`src/rtl/ind_rr_arbiter_if.sv`:
```
// Request/grant bundle plus the shared ind/status handshake pair.
// The master modport is the arbiter; the slave modport is the requesters together with the responding slave.
interface ind_rr_arbiter_if #(
  parameter int NUM_REQ = 4
);
  logic [NUM_REQ-1:0] req;
  logic [NUM_REQ-1:0] gnt;
  logic [NUM_REQ-1:0] done;
  logic [NUM_REQ-1:0] err;
  logic               ind;
  logic               status;
  logic               busy;

  modport master (
    input  req, status,
    output gnt, done, err, ind, busy
  );

  modport slave (
    output req, status,
    input  gnt, done, err, ind, busy
  );
endinterface

```
`src/rtl/ind_rr_arbiter.sv`:
```
// Round-robin arbiter that sequences a four-phase ind/status handshake with a per-phase timeout.
// Optional macro IND_STATUS_SYNC_EN adds a 2-flop synchronizer on status.
module ind_rr_arbiter #(
  parameter int NUM_REQ   = 4,
  parameter int TIMEOUT   = 255,
  parameter int TIMEOUT_W = 8
) (
  input  logic                  clk,
  input  logic                  rst_n,
  ind_rr_arbiter_if.master      bus
);
  localparam int IDX_W = (NUM_REQ > 1) ? $clog2(NUM_REQ) : 1;
  localparam logic [NUM_REQ-1:0]   ONE      = 1;
  localparam logic [TIMEOUT_W-1:0] CNT_LAST = TIMEOUT_W'(TIMEOUT - 1);

  typedef enum logic [1:0] {IDLE, ASSERT, RELEASE} state_e;

  state_e               state_q;
  logic [NUM_REQ-1:0]   gnt_q, done_q, err_q;
  logic                 ind_q, busy_q, fail_q;
  logic [IDX_W-1:0]     ptr_q;
  logic [TIMEOUT_W-1:0] cnt_q;
  logic                 status_s;
  logic                 any_d;
  logic [IDX_W-1:0]     win_d;

`ifdef IND_STATUS_SYNC_EN
  logic [1:0] sync_q;
  always_ff @(posedge clk) begin
    if (!rst_n) sync_q <= '0;
    else        sync_q <= {sync_q[0], bus.status};
  end
  assign status_s = sync_q[1];
`else
  assign status_s = bus.status;
`endif

  // First requester strictly after the pointer, wrapping modulo NUM_REQ.
  always_comb begin
    int               idx;
    logic [IDX_W-1:0] cand;
    any_d = 1'b0;
    win_d = ptr_q;
    idx   = 0;
    cand  = '0;
    for (int k = 1; k <= NUM_REQ; k++) begin
      idx = int'(ptr_q) + k;
      if (idx >= NUM_REQ) idx = idx - NUM_REQ;
      cand = IDX_W'(idx);
      if (!any_d && bus.req[cand]) begin
        any_d = 1'b1;
        win_d = cand;
      end
    end
  end

  always_ff @(posedge clk) begin
    if (!rst_n) begin
      state_q <= IDLE;
      gnt_q   <= '0;
      done_q  <= '0;
      err_q   <= '0;
      ind_q   <= 1'b0;
      busy_q  <= 1'b0;
      fail_q  <= 1'b0;
      ptr_q   <= IDX_W'(NUM_REQ - 1);
      cnt_q   <= '0;
    end else begin
      done_q <= '0;
      err_q  <= '0;
      case (state_q)
        IDLE: begin
          if (any_d) begin
            state_q <= ASSERT;
            gnt_q   <= ONE << win_d;
            ind_q   <= 1'b1;
            busy_q  <= 1'b1;
            ptr_q   <= win_d;
            cnt_q   <= '0;
            fail_q  <= 1'b0;
          end
        end
        ASSERT: begin
          if (status_s) begin
            state_q <= RELEASE;
            ind_q   <= 1'b0;
            cnt_q   <= '0;
          end else if (!bus.req[ptr_q] || cnt_q == CNT_LAST) begin
            // Abort and timeout both still run the release phase before reporting.
            state_q <= RELEASE;
            ind_q   <= 1'b0;
            cnt_q   <= '0;
            fail_q  <= 1'b1;
          end else begin
            cnt_q <= cnt_q + TIMEOUT_W'(1);
          end
        end
        RELEASE: begin
          if (!status_s) begin
            state_q <= IDLE;
            gnt_q   <= '0;
            busy_q  <= 1'b0;
            fail_q  <= 1'b0;
            if (fail_q) err_q[ptr_q]  <= 1'b1;
            else        done_q[ptr_q] <= 1'b1;
          end else if (cnt_q == CNT_LAST) begin
            state_q       <= IDLE;
            gnt_q         <= '0;
            busy_q        <= 1'b0;
            fail_q        <= 1'b0;
            err_q[ptr_q]  <= 1'b1;
          end else begin
            cnt_q <= cnt_q + TIMEOUT_W'(1);
          end
        end
        default: state_q <= IDLE;
      endcase
    end
  end

  assign bus.gnt  = gnt_q;
  assign bus.done = done_q;
  assign bus.err  = err_q;
  assign bus.ind  = ind_q;
  assign bus.busy = busy_q;
endmodule

```
`src/flat_wrapper.sv`:
```
// flat-port wrapper written by rule: the top's interface ports become plain ports
module ind_rr_arbiter_flat 
#(
  parameter int NUM_REQ   = 4,
  parameter int TIMEOUT   = 255,
  parameter int TIMEOUT_W = 8
)
  (clk, rst_n, bus_req, bus_status, bus_gnt, bus_done, bus_err, bus_ind, bus_busy);
  ind_rr_arbiter_if #(.NUM_REQ(NUM_REQ)) bus_i ();
  input  logic clk;
  input  logic rst_n;
  input wire logic [$bits(bus_i.req)-1:0] bus_req;
  input wire logic [$bits(bus_i.status)-1:0] bus_status;
  output wire logic [$bits(bus_i.gnt)-1:0] bus_gnt;
  output wire logic [$bits(bus_i.done)-1:0] bus_done;
  output wire logic [$bits(bus_i.err)-1:0] bus_err;
  output wire logic [$bits(bus_i.ind)-1:0] bus_ind;
  output wire logic [$bits(bus_i.busy)-1:0] bus_busy;
  assign bus_i.req = bus_req;
  assign bus_i.status = bus_status;
  assign bus_gnt = bus_i.gnt;
  assign bus_done = bus_i.done;
  assign bus_err = bus_i.err;
  assign bus_ind = bus_i.ind;
  assign bus_busy = bus_i.busy;
  ind_rr_arbiter #(.NUM_REQ(NUM_REQ), .TIMEOUT(TIMEOUT), .TIMEOUT_W(TIMEOUT_W)) u_core (.clk(clk), .rst_n(rst_n), .bus(bus_i));
endmodule
```
`config.mk`:
```
export PLATFORM = sky130hd
export DESIGN_NAME = ind_rr_arbiter_flat
export DESIGN_NICKNAME = d
export VERILOG_FILES = /design/src/rtl/ind_rr_arbiter_if.sv /design/src/rtl/ind_rr_arbiter.sv /design/src/flat_wrapper.sv
export SDC_FILE = /design/constraint.sdc
export NUM_CORES = 1
export LEC_CHECK = 0
export CORE_MARGIN = 1
export CORE_UTILIZATION = 54
export DETAILED_ROUTE_END_ITERATION = 7
export PLACE_DENSITY = 0.76
export SYNTH_ARGS = -nofsm -noshare
export SYNTH_HDL_FRONTEND = slang
export SYNTH_SLANG_ARGS = --single-unit
```
`constraint.sdc`:
```
create_clock -name clk -period 3.1 [get_ports clk]
set_clock_uncertainty 0.05 [all_clocks]
set_input_delay 0.465 -clock clk [delete_from_list [all_inputs] [get_ports clk]]
set_output_delay 0.465 -clock clk [all_outputs]
set_load 0.05 [all_outputs]
```
==> results of run 1 <==
-- stage by stage --
step	instances	power [mW]	hold WS [ns]
final	217	1.336	0.4228
after detailed placement	213	1.184	0.3922
after CTS	217	1.339	0.4309
after floorplan	166	1.026	0.3970
after global routing	217	1.425	0.4488
after global placement	213	1.164	0.3864
-- worst max-delay path by stage --
stage | start | end | slack [ns]
global route | u_core.ptr_q[0] | u_core.bus.gnt[1] | 0.25
detailed placement | u_core.ptr_q[0] | u_core.ptr_q[1] | 0.46
finish | u_core.ptr_q[0] | u_core.ptr_q[1] | 0.43
global placement | u_core.ptr_q[0] | u_core.bus.gnt[1] | 0.53
floorplan | u_core.ptr_q[0] | u_core.bus.gnt[1] | 0.83
CTS | u_core.ptr_q[0] | u_core.ptr_q[1] | 0.44
-- power by group --
part	internal, mW	leakage (nW)	switching (mW)
Clock	0.0502	0.0150	0.103
Combinational	0.307	0.462	0.424
Sequential	0.405	0.220	0.0476
Total	0.762	0.696	0.575
-- cell type report --
type / count / share of cell area
inverters: 8 / 0.01672
well taps: 31 / 0.02160
repair buffers: 21 / 0.1157
flip-flops and latches: 27 / 0.3010
clock buffers: 4 / 0.01463
multi-input cells: 126 / 0.5303
-- state kept, by name, indices dropped and copies added (netlist names) --
| name | cells |
|---|---|
| u_core.cnt_q | 8 |
| u_core.bus.done | 4 |
| u_core.bus.err | 4 |
| u_core.bus.gnt | 4 |
| u_core.ptr_q | 2 |
| u_core.state_q | 2 |
| u_core.bus.busy | 1 |
| u_core.bus.ind | 1 |
| u_core.fail_q | 1 |
-- synth_stat cells, types with 2 or more instances --
| cell type | n |
|---|---|
| o21ai_0 | 4 |
| ha_1 | 10 |
| nor2_1 | 8 |
| o2bb2a_1 | 3 |
| nand2b_1 | 6 |
| and2_1 | 10 |
| nor2b_1 | 3 |
| mux2i_1 | 2 |
| dfxtp_1 | 27 |
| o21ai_1 | 3 |
| o31ai_2 | 3 |
| buf_2 | 3 |
| o2bb2ai_1 | 6 |
| o21bai_1 | 3 |
| nand2_1 | 14 |
| and3_1 | 2 |
| a21oi_1 | 6 |
| nand3_1 | 5 |
| a31oi_1 | 2 |
| o211ai_1 | 2 |
| mux2_2 | 4 |
| a21o_1 | 3 |
| mux4_2 | 2 |
| nor3_1 | 6 |
| inv_1 | 8 |
-- logic make-up after synthesis --
group,count (synthesis),synth area share
buffers and inverters,13,0.03867
DFF,27,0.3481
muxes,8,0.07091
and+or+nand+nor,62,0.2280
AOI/OAI and AO/OA,46,0.2337
adders and majority gates,10,0.08058
-- routing by layer --
| metal | track usage | share of wire | vias to the layer above |
|---|---|---|---|
| li1 | - | - | 645 |
| met1 | 0.3095 | 0.49 | 597 |
| met2 | 0.3442 | 0.47 | 21 |
| met3 | 0.03023 | 0.024 | 4 |
| met4 | 0.04286 | 0.0099 | 0 |
| met5 | 0 | 0 | - |
==> impl_metrics.json, run 1 <==
{
  "peakVddDrop_mv": 0.6745,
  "detail_route.iter0.violations": 39,
  "placed_cell_area_um2": 1769,
  "max_freq_mhz": 374.8,
  "r2r_slack_ns": 0.43,
  "row_count": 19,
  "setup_ws_ns": 0.4316,
  "worstHoldStart": "u_core.bus.busy",
  "max-cap-violations": 0,
  "cp.arrival_ns": 2.82,
  "crit_buf_inv": 1,
  "synth_area_per_cell_um2": 9.354,
  "clock_insertion_delay_worst_skew_ns": 0.32,
  "regArea_um2": 540.5,
  "grtUsageTotal": 0.2145,
  "seq_area_frac_synth": 0.3481,
  "holdPathStages": 1,
  "path_cells": "inv_1 -> ha_1 -> mux4_2 -> a31o_1 -> a21oi_1 -> a31oi_1",
  "die_w_um": 55.63,
  "relSlewSlack": 0.6708,
  "cts-root-buf": "clkbuf_4",
  "fin_area_um2": 1795,
  "utilization": 0.6568,
  "worstReg2RegEnd": "u_core.ptr_q[1]",
  "reg2regPathDepth": 6,
  "synth_ff_type": "dfxtp_1",
  "start_kind": "flop",
  "area_growth_pct": 15.63,
  "final_cell_mix": "27 x dfxtp_1, 20 x clkdlybuf4s50_1, 14 x nand2_1, 10 x and2_1, 10 x ha_1",
  "cts_buffer_depth": 2,
  "worst-path-max-fanout": 12,
  "critical_path_depth": 6,
  "cts_tree": "yes",
  "gp_congestion": 0.8239,
  "hold_viol_final": 0,
  "crit_family": "compound AO/OA/AOI/OAI gates",
  "ios": 21,
  "grt_pass1_vias": 1212,
  "hold_buffers": 0,
  "clk_pin_slew_ns": 0.14,
  "grt_pass1_wl_um": 5444,
  "final_common_cell": "dfxtp_1",
  "htree_levels": 1,
  "numCtsBuffers": 3,
  "vias": 1267,
  "nNetsFinal": 204,
  "initial_core_util": 0.5680,
  "core_area_um2": 2734,
  "pre_cts_ws_ns": 0.4602,
  "ant_nets": 0,
  "avgViaCountPerCell": 5.839,
  "antenna_found_initial": 0,
  "synth.largest_area_cell": "dfxtp_1",
  "slowest_stage": "dfxtp_1",
  "syn-num-nets": 183,
  "cp-end-kind": "flop",
  "die_area_um2": 3094,
  "setup_violations": 0,
  "p_per_area_nw_per_um2": 744.3,
  "period_needed_ns": 2.668,
  "antenna_cells": 0,
  "grt_max_degree": 15,
  "ys_warn_count": 0,
  "mappedNetlistArea_um2": 1553,
  "cts_sinks": 27,
  "nFillCells": 220,
  "critPathMaxStageDelay_ns": 0.60,
  "worstHoldPathType": "flop to flop",
  "syn_inst": 166,
  "die_h_um": 55.63,
  "rsz0062_at_grt": "false",
  "finalCritPeriodShare": 0.8608,
  "synth_seq_cells": 27,
  "hpwl_um": 2350,
  "critPathKind": "flop to flop",
  "multiInputGateArea_um2": 952.2,
  "maxSlewViolCount": 0,
  "synth_top_area_frac": 0.3481,
  "ys_async_sr_fraction": 0,
  "post_drt_wl_per_cell_um": 14.41,
  "grt_overflow": 0,
  "drt-pass1-iter-count": 4,
  "synth-edff-count": 0,
  "drt_wl_total_um": 3127,
  "io_buffer_count": 20,
  "critPathRequiredTime_ns": 3.25,
  "tightestPinTransition_ns": 0.4898,
  "hold_path_end": "u_core.bus.busy",
  "status": "complete, no violations",
  "regToRegStartpoint": "u_core.ptr_q[0]",
  "tns_ns": 0,
  "drive_gt1_frac": 0.1129,
  "power_leakage_nw": 0.6961,
  "synth_cell_types": 46,
  "synth.area.top_cells": "dfxtp_1 35%, ha_1 8.1%, and2_1 4.0%, nand2_1 3.4%, o2bb2ai_1 3.4%",
  "ctsResizeCount": 0,
  "post_cts_buffers": 0,
  "drc": 0
}
Power figures use the tool's default switching activity.
==> inputs of run 2 (changes only) <==
--- a/config.mk
+++ b/config.mk
@@ -7,6 +7,7 @@
 export LEC_CHECK = 0
 export CORE_MARGIN = 1
 export CORE_UTILIZATION = 54
+export CTS_CLUSTER_DIAMETER = 100
 export DETAILED_ROUTE_END_ITERATION = 7
 export PLACE_DENSITY = 0.76
 export SYNTH_ARGS = -nofsm -noshare
==> results of run 2 <==
Same layout as run 1: the final DEF is identical, and so are final timing and power.
